### config.mk
export PLATFORM = sky130hd
export DESIGN_NAME = shift_arbiter64
export DESIGN_NICKNAME = d
export VERILOG_FILES = /design/src/rtl/shift_arbiter64.sv
export SDC_FILE = /design/constraint.sdc
export NUM_CORES = 1
export LEC_CHECK = 0
export CORE_AREA = 3 3 196 198
export CTS_CLUSTER_DIAMETER = 200
export DETAILED_ROUTE_END_ITERATION = 12
export DIE_AREA = 0 0 199 201
export GPL_TIMING_DRIVEN = 0
export SYNTH_ARGS = -nofsm -noshare
export SYNTH_HDL_FRONTEND = slang
export SYNTH_SLANG_ARGS = --single-unit
### constraint.sdc
create_clock -name clk -period 6.23 [get_ports clk]
set_input_delay 1.5575 -clock clk [delete_from_list [all_inputs] [get_ports clk]]
set_output_delay 1.5575 -clock clk [all_outputs]
set_load 0.05 [all_outputs]
### src/rtl/shift_arbiter64.sv
// shift_arbiter64
//   Four-requester round-robin front end for one shared 64-bit barrel shifter.
//   Each cycle one valid requester is picked by round-robin search starting at
//   rr_ptr. Its operand, amount and type go to the shifter combinationally. The
//   shifter result is captured in a 1-entry response register. That register
//   can be replaced in the same cycle it drains, so the block sustains one
//   operation per cycle.
//
// Configuration macro: SHIFT_ARB_HIPRI_EN
//   When defined, requester 0 has absolute priority and round-robin applies
//   only among requesters 1-3. A requester-0 grant leaves rr_ptr untouched.
//
// Ports
//   clk, rst          clock, asynchronous active-high reset
//   req_valid[3:0]    per-requester request valid
//   req_ready[3:0]    per-requester accept strobe (one-hot or zero)
//   req_in[255:0]     four 64-bit operands, requester i at [64i+63:64i]
//   req_shift_amount  four 6-bit amounts, requester i at [6i+5:6i]
//   req_shift_type    four 2-bit types (00 LSL, 01 LSR, 10 ASL, 11 ASR)
//   sh_in/sh_shift_amount/sh_shift_type  drive to the shared shifter
//   sh_result         combinational result from the shared shifter
//   rsp_valid/rsp_ready/rsp_id/rsp_result  registered response handshake
module shift_arbiter64 (
  input  logic         clk,
  input  logic         rst,
  input  logic [3:0]   req_valid,
  output logic [3:0]   req_ready,
  input  logic [255:0] req_in,
  input  logic [23:0]  req_shift_amount,
  input  logic [7:0]   req_shift_type,
  output logic [63:0]  sh_in,
  output logic [5:0]   sh_shift_amount,
  output logic [1:0]   sh_shift_type,
  input  logic [63:0]  sh_result,
  output logic         rsp_valid,
  input  logic         rsp_ready,
  output logic [1:0]   rsp_id,
  output logic [63:0]  rsp_result
);

  logic [1:0] rr_ptr;
  logic [1:0] winner;
  logic       any_valid;
  logic       can_accept;
  logic       handshake;
  logic [3:0] rr_mask;

  // Round-robin winner search starting at rr_ptr, wrapping modulo 4.
  always_comb begin
    winner    = 2'd0;
    any_valid = 1'b0;
`ifdef SHIFT_ARB_HIPRI_EN
    // Requester 0 is handled by the priority override below.
    rr_mask   = req_valid & 4'b1110;
`else
    rr_mask   = req_valid;
`endif
    for (int k = 0; k < 4; k++) begin
      logic [1:0] idx;
      idx = rr_ptr + 2'(k);
      if (!any_valid && rr_mask[idx]) begin
        any_valid = 1'b1;
        winner    = idx;
      end else begin
        any_valid = any_valid;
      end
    end
`ifdef SHIFT_ARB_HIPRI_EN
    if (req_valid[0]) begin
      any_valid = 1'b1;
      winner    = 2'd0;
    end else begin
      any_valid = any_valid;
    end
`endif
  end

  // The response slot is free when empty or draining this cycle; nothing is
  // granted while reset is held.
  assign can_accept = !rsp_valid || rsp_ready;
  assign handshake  = any_valid && can_accept && !rst;

  // Grant strobe and shifter operand steering; all zero when no handshake.
  always_comb begin
    req_ready       = 4'b0000;
    sh_in           = 64'd0;
    sh_shift_amount = 6'd0;
    sh_shift_type   = 2'b00;
    if (handshake) begin
      req_ready = 4'b0001 << winner;
      case (winner)
        2'd0: begin
          sh_in           = req_in[63:0];
          sh_shift_amount = req_shift_amount[5:0];
          sh_shift_type   = req_shift_type[1:0];
        end
        2'd1: begin
          sh_in           = req_in[127:64];
          sh_shift_amount = req_shift_amount[11:6];
          sh_shift_type   = req_shift_type[3:2];
        end
        2'd2: begin
          sh_in           = req_in[191:128];
          sh_shift_amount = req_shift_amount[17:12];
          sh_shift_type   = req_shift_type[5:4];
        end
        2'd3: begin
          sh_in           = req_in[255:192];
          sh_shift_amount = req_shift_amount[23:18];
          sh_shift_type   = req_shift_type[7:6];
        end
        default: begin
          sh_in           = 64'd0;
          sh_shift_amount = 6'd0;
          sh_shift_type   = 2'b00;
        end
      endcase
    end else begin
      req_ready = 4'b0000;
    end
  end

  // Response register and round-robin pointer update.
  always_ff @(posedge clk or posedge rst) begin
    if (rst) begin
      rsp_valid  <= 1'b0;
      rsp_id     <= 2'd0;
      rsp_result <= 64'd0;
      rr_ptr     <= 2'd0;
    end else if (handshake) begin
      // A new result replaces a draining one with no bubble.
      rsp_valid  <= 1'b1;
      rsp_id     <= winner;
      rsp_result <= sh_result;
`ifdef SHIFT_ARB_HIPRI_EN
      if (winner != 2'd0) begin
        rr_ptr <= winner + 2'd1;
      end else begin
        rr_ptr <= rr_ptr;
      end
`else
      rr_ptr     <= winner + 2'd1;
`endif
    end else if (rsp_ready) begin
      rsp_valid  <= 1'b0;
    end else begin
      rsp_valid  <= rsp_valid;
    end
  end

endmodule
==> impl_metrics.toml <==
[critical_path]
startpoint_type = "input pin"
crit_arrival_ns = 4.55
crit_fanout = 10
critPathCapture = "sh_in[42]"
rrSetupSlack_ns = 4.52
r2r_end = "rsp_result[60]"
cp-startpoint = "req_valid[0]"
timing.rr.start = "rsp_valid"
worstSetupEndpointType = "output port"
path_class = "input pin to output port"
ff2ff_path_depth = 4
worstPathRequired_ns = 4.67

[timing]
timing.final.crit_share = 0.9810
setup_viol = 0
setup_tns_ns = 0
final.min_clock_period_ns = 6.112
hold_viol = 0
skew_ns = 0.003142
setup_slack_ns = 0.1183
final_max_slew_viol_count = 0
worst_slew_pin_slew_ns = 0.6050
slew_headroom = 0.5954
max_freq_mhz = 163.6
rsz0062_at_grt = "false"

[die]
design.core.area_mm2 = 0.03670
io_pins = 502
die_h_um = 201
std_cell_rows = 70
start_util = 0.1393
dieWidth_um = 199
die-area_mm2 = 0.04000

[synth]
syn_area_per_cell_um2 = 9.905
async_flop_share = 1.000
ys.warnings.count = 0
synthCells = 516
synthesis.area_mm2 = 0.005111
synth_area_leaders = "dfrtp_1 (34%), mux2_4 (19%), a222oi_1 (14%)"
yosysSeqAreaShare = 0.3378
synth_edf_count = 0
synth_commonest_cells = "nor2_1 (74), nand2_1 (73), a222oi_1 (72), o21a_1 (72), dfrtp_1 (69)"
yosys.area.top_type = "dfrtp_1"
synth_flop_cell = "dfrtp_1"
yosysMostFrequentCell = "nor2_1"
synth_nets = 880
yosysTopAreaCellShare = 0.3378
ys_ff_latch = 69
synth_cell_types = 30

[flow_run]
drv_cap = 0

[place]
hpwl_um = 26150
preCtsSetupSlack_ns = -1.173
gp_congestion = 0.8913
port_buffers = 501

[routing]
firstDrtPassIters = 7
drcViolationCount = 0
first_iter_violations = 527
ant_nets = 0
routed_wl_um = 31270
vias_per_cell = 4.354
vias = 6544
routedWlPerCell_um = 20.80

[global_route]
antenna_found_initial = 3
grt_pass1_wl_um = 43920
grt_use_total = 0.1459
grt_max_degree = 63
grt_overflow_total = 0
grt_pass1_vias = 6872

[clock_tree]
root_buffer = "clkbuf_16"
cts_buffer_depth = 2
cts_tree = "built"
path_clk_slew_ns = 0.05
cts_made_buffers = 9
clk_latency_ns = 0.34
cts_sinks = 69
cts_max_level = 3

[power_and_ir_drop]
p_leak_nw = 4.378
vdd_drop_max_v = 0.0001252
powerDensity_mw_per_mm2 = 320.6

[final_layout]
num-fill-cells = 3819
nets = 1393
drive_gt1_frac = 0.2014
area_growth_pct = 119.4

[hold_path]
min_path_type = "flop to flop"

[run_status]
status = "finished clean"
[final cells by class]
| class | instances | area (µm²) | share of cell area |
|---|---|---|---|
| Buffer | 51 | 336.6 | 0.03001 |
| Timing Repair Buffer | 506 | 5137 | 0.4581 |
| Clock inverter | 3 | 43.79 | 0.003904 |
| Multi-Input combinational cell | 389 | 3100 | 0.2764 |
| Inverter | 3 | 13.76 | 0.001227 |
| Antenna cell | 2 | 5.005 | 0.0004462 |
| Clock buffer | 12 | 266.5 | 0.02376 |
| Sequential cell | 69 | 1727 | 0.1539 |
| Tap cell | 468 | 585.6 | 0.05221 |
[power breakdown]
part | internal (mW) | total, mW | switching [mW] | leakage, nW
clock | 0.340 | 0.529 | 0.189 | 0.155
combinational | 1.00 | 2.49 | 1.49 | 3.42
sequential | 0.527 | 0.576 | 0.0490 | 0.807
total | 1.87 | 3.60 | 1.73 | 4.38
[routing by layer]
layer	global-route usage	share of wire
met1	0.1608	0.38
met2	0.2716	0.52
met3	0.03306	0.079
met4	0.05070	0.027
met5	0	0.00022
[placed cells by master, fill, tap and decap left out, types with 3 or more instances in the layout]
| cell type | n |
|---|---|
| clkdlybuf4s18_2 | 4 |
| dlygate4sd2_1 | 6 |
| nand2b_1 | 3 |
| and2_1 | 4 |
| clkbuf_2 | 26 |
| o21a_1 | 72 |
| buf_4 | 4 |
| clkbuf_16 | 9 |
| ha_2 | 3 |
| nand2_1 | 73 |
| clkdlybuf4s50_1 | 425 |
| o31ai_1 | 3 |
| clkbuf_1 | 7 |
| dfrtp_1 | 69 |
| mux2_4 | 64 |
| a222oi_1 | 72 |
| clkdlybuf4s15_2 | 60 |
| buf_6 | 14 |
| nor2_1 | 74 |
| buf_2 | 7 |
| clkbuf_8 | 3 |
[cells by family (layout without fill, tap and decap cells)]
kind of cell,count (synthesis),in the layout,synth area share
compound gates,155,155,0.2622
simple gates,164,164,0.1341
mux,65,65,0.1900
flops,69,69,0.3378
buf+inv,58,575,0.06365
fa+ha+maj,5,5,0.01224
other cells,0,2,0
[worst min path at each step]
| stage | startpoint | end | slack (ns) | cells after the start |
|---|---|---|---|---|
| after global placement | rsp_result[57] | rsp_result[57] | 0.49 | 1 |
| after floorplan | rr_ptr[0] | rr_ptr[0] | 0.55 | 1 |
| after global routing | rsp_result[40] | rsp_result[40] | 0.51 | 1 |
| after detailed placement | rsp_result[56] | rsp_result[56] | 0.49 | 1 |
| after CTS | rsp_result[41] | rsp_result[41] | 0.51 | 1 |
| final | rsp_result[58] | rsp_result[58] | 0.50 | 1 |
[per-stage QoR]
| step | hold slack (ns) | std cells | instance area [µm²] | util | total power [mW] |
|---|---|---|---|---|---|
| final | 0.5044 | 1503 | 11220 | 0.3056 | 3.596 |
| after global routing | 0.5138 | 1503 | 11220 | 0.3056 | 3.792 |
| after CTS | 0.5073 | 1501 | 11180 | 0.3047 | 3.621 |
| after detailed placement | 0.4916 | 1486 | 10740 | 0.2927 | 3.060 |
| after global placement | 0.4896 | 1485 | 10710 | 0.2919 | 3.055 |
| after floorplan | 0.5506 | 516 | 5111 | - | 2.102 |
[repair_timing]
action	in CTS	in global routing
gates resized for setup	242	29
hold buffers	0	0
endpoints found under the setup margin	75	72
pin swaps	3	4
gates cloned	0	0
buffers inserted	4	0
[flip-flops by register name (all words and copies together) (netlist names)]
signal	flops
rsp_result	64
rr_ptr	2
rsp_valid	1
rsp_id	2
[worst max-delay path, cell delays in order]
cell	delay, ns
clkdlybuf4s50_1	0.53
nand2_1	0.17
a21oi_1	0.14
or4_4	0.58
ha_4	0.27
clkbuf_1	0.25
a222oi_1	0.50
o21a_1	0.18
nor2_1	0.04
clkdlybuf4s15_2	0.33
No activity file was read; power rests on OpenSTA's default activity.
